**src/rtl/mem_wb_stage.sv**
```systemverilog
`default_nettype none
// ============================================================================
//  Module      : mem_wb_stage
//  Description : Memory stage plus MEM/WB pipeline register. Issues loads and
//                stores on a req/ack data bus, stalls upstream until the ack
//                arrives or a bounded wait expires, then selects the writeback
//                value and registers rd/reg_wr/result for the WB stage.
//  Revision    : 1.0 - initial release
// ----------------------------------------------------------------------------
//  Ports
//    i_clk, i_rst        clock (rising edge) / synchronous active-high reset
//    i_clk_en            global enable; 0 freezes all state
//    i_rd_m .. i_mem_write_m
//                        EX/MEM pipeline register contents
//    o_bus_req/we/addr/wdata, i_bus_ack, i_bus_rdata
//                        req/ack data bus (addr/wdata latched at issue)
//    o_stall_m           combinational hold request to EX/MEM and earlier
//    o_misaligned_m      combinational misaligned-access flag
//    o_bus_err           one-cycle pulse when a transaction times out
//    o_rd_w, o_reg_wr_w, o_result_w
//                        MEM/WB pipeline register
// ============================================================================
module mem_wb_stage #(
    parameter int TIMEOUT_CYCLES = 16
) (
    input  logic        i_clk,
    input  logic        i_rst,
    input  logic        i_clk_en,
    input  logic [4:0]  i_rd_m,
    input  logic [31:0] i_alu_out_m,
    input  logic [31:0] i_haz_b_m,
    input  logic [31:0] i_pc_p4_m,
    input  logic        i_reg_wr_m,
    input  logic [1:0]  i_result_src_m,
    input  logic        i_mem_write_m,
    output logic        o_bus_req,
    output logic        o_bus_we,
    output logic [31:0] o_bus_addr,
    output logic [31:0] o_bus_wdata,
    input  logic        i_bus_ack,
    input  logic [31:0] i_bus_rdata,
    output logic        o_stall_m,
    output logic        o_misaligned_m,
    output logic        o_bus_err,
    output logic [4:0]  o_rd_w,
    output logic        o_reg_wr_w,
    output logic [31:0] o_result_w
);

    // Last WAIT-cycle count value before the transaction is abandoned.
    localparam logic [7:0] c_to_last = 8'(TIMEOUT_CYCLES - 1);

    typedef enum logic [0:0] {
        S_IDLE = 1'b0,
        S_WAIT = 1'b1
    } state_t;

    state_t      r_state;
    logic [7:0]  r_cnt;
    logic        r_req;
    logic        r_we;
    logic [31:0] r_addr;
    logic [31:0] r_wdata;
    logic        r_err;
    logic [4:0]  r_rd;
    logic        r_reg_wr;
    logic [31:0] r_result;

    logic        w_access;
    logic        w_aligned;
    logic        w_in_wait;
    logic        w_issue;
    logic        w_timeout;
    logic [31:0] w_mux;

    assign w_access  = i_mem_write_m | (i_result_src_m == 2'b01);
    assign w_aligned = (i_alu_out_m[1:0] == 2'b00);
    assign w_in_wait = (r_state == S_WAIT);
    assign w_issue   = (r_state == S_IDLE) & w_access & w_aligned;
    // An ack arriving on the final WAIT cycle takes precedence over timeout.
    assign w_timeout = w_in_wait & ~i_bus_ack & (r_cnt == c_to_last);

    assign o_stall_m      = w_issue | (w_in_wait & ~i_bus_ack & ~w_timeout);
    assign o_misaligned_m = w_access & ~w_aligned;

    // Writeback source select. Load data is only meaningful on the ack cycle;
    // in IDLE a load never reaches the writeback path.
    always_comb begin
        w_mux = 32'd0;
        case (i_result_src_m)
            2'b00:   w_mux = i_alu_out_m;
            2'b01:   w_mux = i_bus_rdata;
            2'b10:   w_mux = i_pc_p4_m;
            default: w_mux = 32'd0;
        endcase
    end

    always_ff @(posedge i_clk) begin
        if (i_rst) begin
            r_state  <= S_IDLE;
            r_cnt    <= 8'd0;
            r_req    <= 1'b0;
            r_we     <= 1'b0;
            r_addr   <= 32'd0;
            r_wdata  <= 32'd0;
            r_err    <= 1'b0;
            r_rd     <= 5'd0;
            r_reg_wr <= 1'b0;
            r_result <= 32'd0;
        end else if (i_clk_en) begin
            r_err <= 1'b0;
            case (r_state)
                S_IDLE: begin
                    if (w_access) begin
                        // Memory ops (issued or rejected) leave a bubble in WB.
                        r_rd     <= 5'd0;
                        r_reg_wr <= 1'b0;
                        r_result <= 32'd0;
                        if (w_aligned) begin
                            r_state <= S_WAIT;
                            r_req   <= 1'b1;
                            r_we    <= i_mem_write_m;
                            r_addr  <= {i_alu_out_m[31:2], 2'b00};
                            r_wdata <= i_haz_b_m;
                            r_cnt   <= 8'd0;
                        end
                    end else begin
                        r_rd     <= i_rd_m;
                        r_reg_wr <= i_reg_wr_m;
                        r_result <= w_mux;
                    end
                end
                S_WAIT: begin
                    if (i_bus_ack) begin
                        r_state  <= S_IDLE;
                        r_req    <= 1'b0;
                        r_rd     <= i_rd_m;
                        r_reg_wr <= i_reg_wr_m;
                        r_result <= w_mux;
                    end else if (w_timeout) begin
                        r_state  <= S_IDLE;
                        r_req    <= 1'b0;
                        r_err    <= 1'b1;
                        r_rd     <= 5'd0;
                        r_reg_wr <= 1'b0;
                        r_result <= 32'd0;
                    end else begin
                        r_rd     <= 5'd0;
                        r_reg_wr <= 1'b0;
                        r_result <= 32'd0;
                        if (r_cnt != 8'hFF) begin
                            r_cnt <= r_cnt + 8'd1;
                        end
                    end
                end
                default: begin
                    r_state <= S_IDLE;
                end
            endcase
        end
    end

    assign o_bus_req   = r_req;
    assign o_bus_we    = r_we;
    assign o_bus_addr  = r_addr;
    assign o_bus_wdata = r_wdata;
    assign o_bus_err   = r_err;
    assign o_rd_w      = r_rd;
    assign o_reg_wr_w  = r_reg_wr;
    assign o_result_w  = r_result;

endmodule
`default_nettype wire

```
**config.mk**
```make
export PLATFORM = sky130hd
export DESIGN_NAME = mem_wb_stage
export DESIGN_NICKNAME = d
export VERILOG_FILES = /design/src/rtl/mem_wb_stage.sv
export SDC_FILE = /design/constraint.sdc
export NUM_CORES = 1
export LEC_CHECK = 0
export BUFFER_PORTS_ARGS = -buffer_cell sky130_fd_sc_hd__clkbuf_2
export CORE_ASPECT_RATIO = 1.4
export CORE_MARGIN = 5
export CORE_UTILIZATION = 41
export CTS_CLUSTER_DIAMETER = 60
export CTS_CLUSTER_SIZE = 14
export DETAILED_ROUTE_END_ITERATION = 8
export GPL_ROUTABILITY_DRIVEN = 0
export PLACE_DENSITY = 0.79
export SYNTH_ARGS = -nofsm -noshare
export SYNTH_HDL_FRONTEND = slang
export SYNTH_SLANG_ARGS = --single-unit
```
**constraint.sdc**
```tcl
create_clock -name i_clk -period 1.85 [get_ports i_clk]
set_clock_uncertainty 0.2 [all_clocks]
set_input_delay 0.37 -clock i_clk [delete_from_list [all_inputs] [get_ports i_clk]]
set_output_delay 0.37 -clock i_clk [all_outputs]
set_load 0.05 [all_outputs]
```
* Word level (Yosys, flattened, before mapping)
Cells that the tools add are included.
Word-level totals: logic and storage cells 67, input bits 141, flip-flop bits (word level) 112
Operators by class: equality and inequality tests 10, bitwise gates (word level) 12, multiplexer cells 29, reductions and logical operators 5, add/subtract/negate cells 1
Operator list (count):
- case mux 32 bit (3 select lines) | 1
- 2-to-1 mux 32 bit | 2
- case mux 32 bit (2 select lines) | 1
- 2-to-1 mux 8 bit | 5
- case mux 8 bit (2 select lines) | 1
- 2-to-1 mux 1 bit | 13
- 2-to-1 mux 5 bit | 2
- case mux 5 bit (2 select lines) | 1
- adder 8 x 1 -> 8 bit, second input constant | 1
- equality test 8 x 4 -> 1 bit, second input constant | 1
- != test 2 bit, second input constant | 4
- != test 8 bit, second input constant | 1
- AND reduction 4 bit | 2
- AND 1 bit | 6
- case mux 1 bit (2 select lines) | 3
- AND reduction 6 bit | 1
- zero test 2 bit | 2
- NOT 1 bit | 4
- != test 3 x 2 -> 1 bit, second input constant | 1
- equality test 2 x 1 -> 1 bit, second input constant | 1
- equality test 2 bit, second input constant | 1
- != test 2 x 1 -> 1 bit, second input constant | 1
- bitwise OR 1 bit | 2

* Longest topological paths before layout
depth after elaboration 6, mapped depth 8, depth with buffers taken out 5

* Worst setup path before layout
OpenSTA, ideal clock, no wires.
path type input to output, start point input i_result_src_m[0], end point output o_stall_m, setup slack -1.326 ns, stages 5, arrival 2.606 ns, path buffers 2, required time 1.280 ns, path through buf_2 > nor2b_1 > clkbuf_1 > nor2_1 > o41ai_1
Between the ends: cells in the longest elaborated chain, start to end 5
Ends and longest elaborated chain:
- start: declaration | RTL line 34 | input logic [1:0] i_result_src_m,
- equality test 2 x 1 -> 1 bit | RTL line 76 | assign w_access = i_mem_write_m | (i_result_src_m == 2'b01);
- bitwise OR 1 bit | RTL line 76
- AND 1 bit (2 in series) | RTL line 79 | assign w_issue = (r_state == S_IDLE) & w_access & w_aligned;
- bitwise OR 1 bit | RTL line 83 | assign o_stall_m = w_issue | (w_in_wait & ~i_bus_ack & ~w_timeout);
- end: declaration | RTL line 42 | output logic o_stall_m,
No other way between the ends.

* Final worst setup path
start point register r_cnt[1], end point output o_stall_m
Between the ends: cells in the longest elaborated chain, start to end 5
Ends and longest elaborated chain:
- start: declaration | RTL line 59 | logic [7:0] r_cnt;
- start signal: assignment | RTL line 152 | r_cnt <= r_cnt + 8'd1;
- equality test 8 x 4 -> 1 bit | RTL line 81 | assign w_timeout = w_in_wait & ~i_bus_ack & (r_cnt == c_to_last);
- AND 1 bit | RTL line 81
- NOT 1 bit | RTL line 83
- AND 1 bit | RTL line 83
- bitwise OR 1 bit | RTL line 83
No other way between the ends.

==> impl_metrics.ini <==
[die]
design.core.area_um2 = 11300
dieWidth_um = 101
num_io_pins = 248
fp-row-count = 46
initial_utilization_pct = 41.7
die_y_um = 137
die_area_um2 = 13800

[cells_and_area]
fin_nets = 1017
n_antenna_cell = 0
fin_util_pct = 62.0
design_area_um2 = 6990
layout-drive-gt1-share_pct = 40.2
area_delta_synth_final_pct = 48.4

[placement]
dp_hpwl_mm = 12.1
port_buffers = 245
placed_cell_area_um2 = 6500

[timing]
post-route-min-period_ps = 2140
period_share_pct = 116
rsz0062_at_grt = true
holdWs_ps = 38.4
setup_ws_ps = -295
tns_ps = -819
setup_violations = 7
fmax_mhz = 466
drv_slew = 0
hold_violations = 0

[setup_path]
arrival_ps = 1570
critPathLaunchType = flop
endpoint_kind = output port
path_max_fanout = 2
rr_startpoint = r_cnt[1]
crit_required_ps = 1280
rr_endpoint = r_cnt[0]
crit_start = r_cnt[1]
worstRegToRegCells = 7
crit_type = flop to output port
rrSetupSlack_ps = -160

[global_route]
grt_usage_pct = 21.9
grt_max_degree = 51
grt_pass1_wl_mm = 24.1
grt_pass1_vias = 4957
grt_remaining_overflow = 0
antenna_found_initial = 0

[power]
sw_frac_of_total_pct = 28.5
pwr-share-seq_pct = 46.8
p_leak_nw = 3.16
p_sw_mw = 1.52
clockPowerShare_pct = 36.3
comb_power_share_pct = 16.9
ir_drop_uv = 538
p_int_mw = 3.82
power_density_nw_per_um2 = 764

[clocking]
cts.sinks = 112
cts_root_buf = clkbuf_16
cts_buffers = 9
htree_levels = 3
clkLatencyLatePin_ps = 340
clkTransAtPathRegs_ps = 80
tritoncts = done
cts_max_path_buffers = 2

[min_path]
min_to = o_bus_wdata[30]
hold_path_depth = 3
hold_start = i_haz_b_m[30]
hold_class = primary input to flop

[detailed_routing]
drtIter0Drc = 156
final_antenna_net_count = 0
drtPass1Iterations = 4
wl_mm = 15.9
via_count = 5201
wire_per_inst_um = 15.5
drc = 0
viasPerCell = 5.08

[status]
status = finished, violations left
violations = setup timing

[yosys]
synth_top_area_share_pct = 47.6
async_flop_share_pct = 0
postSynthCellCount = 606
synth_ff_type = dfxtp_1
synth_edf_count = 0
synth_cell_types = 41
synth_warnings = 0
synth_area_leaders = dfxtp_1 48%, nand2_1 14%, a21oi_1 11%
synth_top_cell_by_area = dfxtp_1
synth-seq-cells = 112
syn_area_um2 = 4710
synth_area_per_cell_um2 = 7.77
seq_area_frac_synth_pct = 47.6

[run]
max_cap_viol_count = 0
-- worst max-delay path, cell delays in order (launching register included) --
cell,delay (ps)
dfxtp_2,340
ha_4,160
and3_4,170
a211o_1,300
o41ai_4,80
buf_12,180
-- cell families after synthesis --
kind of cell | Yosys count | share of synthesized area (%)
AND/OR/NAND/NOR | 235 | 20.1
multiplexers | 32 | 6.80
flip-flops | 112 | 47.6
other | 1 | 0.0796
adder cells (fa/ha/maj) | 1 | 0.266
AO/OA/AOI/OAI | 169 | 20.1
buffers and inverters | 56 | 5.00
-- registers in the layout, indices dropped and copies added (netlist names) --
| signal | count |
|---|---|
| o_bus_addr | 30 |
| o_bus_wdata | 32 |
| o_bus_we | 1 |
| r_cnt | 8 |
| o_result_w | 32 |
| o_rd_w | 5 |
| o_reg_wr_w | 1 |
| r_state | 1 |
| o_bus_err | 1 |
| o_bus_req | 1 |
-- power by group through the flow --
stage / Clock, mW / Sequential (mW) / Combinational, mW
floorplan: 0 / 2.76 / 0.308
global placement: 0 / 2.55 / 0.886
detailed placement: 0 / 2.56 / 0.895
CTS: 1.98 / 2.50 / 0.899
global route: 2.08 / 2.51 / 0.973
finish: 1.94 / 2.50 / 0.904
-- Yosys cell counts (2+ instances only) --
library cell,n
o31ai_1,2
nand3_1,14
o21a_1,2
a311oi_1,2
a21oi_1,104
dfxtp_1,112
nand2_1,170
a221oi_1,5
and3_1,3
inv_1,8
a31oi_1,3
o21ai_0,36
buf_4,2
mux2i_1,32
nor2_1,38
clkbuf_1,32
buf_2,14
nor2b_1,2
a211o_1,3
-- metal layers --
metal / part of all wire, % / routed length (um) / GRT usage, % / vias up
met1: 38 / 5960 / 25.3 / 2364
met5: 0 / 0 / 0 / -
met2: 49 / 7830 / 37.6 / 221
met4: 3.9 / 615 / 9.59 / 0
met3: 9.2 / 1460 / 6.12 / 36
li1: - / - / - / 2580
-- layout by cell type, fill, tap and decap left out, drive strengths merged, types with 2 or more instances in the layout --
cell type  count
o31ai          3
a211o          3
inv           10
o21ai         38
buf           63
dfxtp        112
a311oi         2
mux2i         32
a31oi          3
conb           2
a21oi        104
and3           3
nand3         14
a221oi         5
clkbuf       253
nor2b          2
o21a           2
clkinv         2
nand2        170
nor2          38
-- what timing repair did --
item,CTS,global route
setup endpoints to repair,3,40
buffers inserted,4,4
hold buffers,0,0
hold endpoints to repair,0,0
pin swaps,5,18
gates resized for setup,4,27
-- layout make-up --
class / count / area [um2]
Timing Repair Buffer: 305 / 1830
Clock inverter: 5 / 50.0
Clock buffer: 11 / 253
Tap cell: 144 / 180
Inverter: 8 / 30.0
Multi-Input combinational cell: 439 / 2400
Sequential cell: 112 / 2250
Fill cell: 1011 / 4290
-- metrics by stage --
step / std cells / total power, mW / setup slack (ps)
2_1_floorplan: 607 / 3.07 / -244
3_3_place_gp: 1001 / 3.44 / -133
3_5_place_dp: 1001 / 3.45 / -127
4_1_cts: 1020 / 5.38 / -340
5_1_grt: 1024 / 5.56 / -350
6_report: 1024 / 5.34 / -295
-- worst max-delay path by stage --
stage / slack [ps] / depth (start not counted) / end
after floorplan: -240 / 5 / o_stall_m
after global placement: -130 / 6 / o_stall_m
after detailed placement: -130 / 9 / o_bus_wdata[28]
after CTS: -340 / 5 / o_stall_m
after global routing: -350 / 5 / o_stall_m
final: -290 / 5 / o_stall_m
No activity file was read; power rests on OpenSTA's default activity.
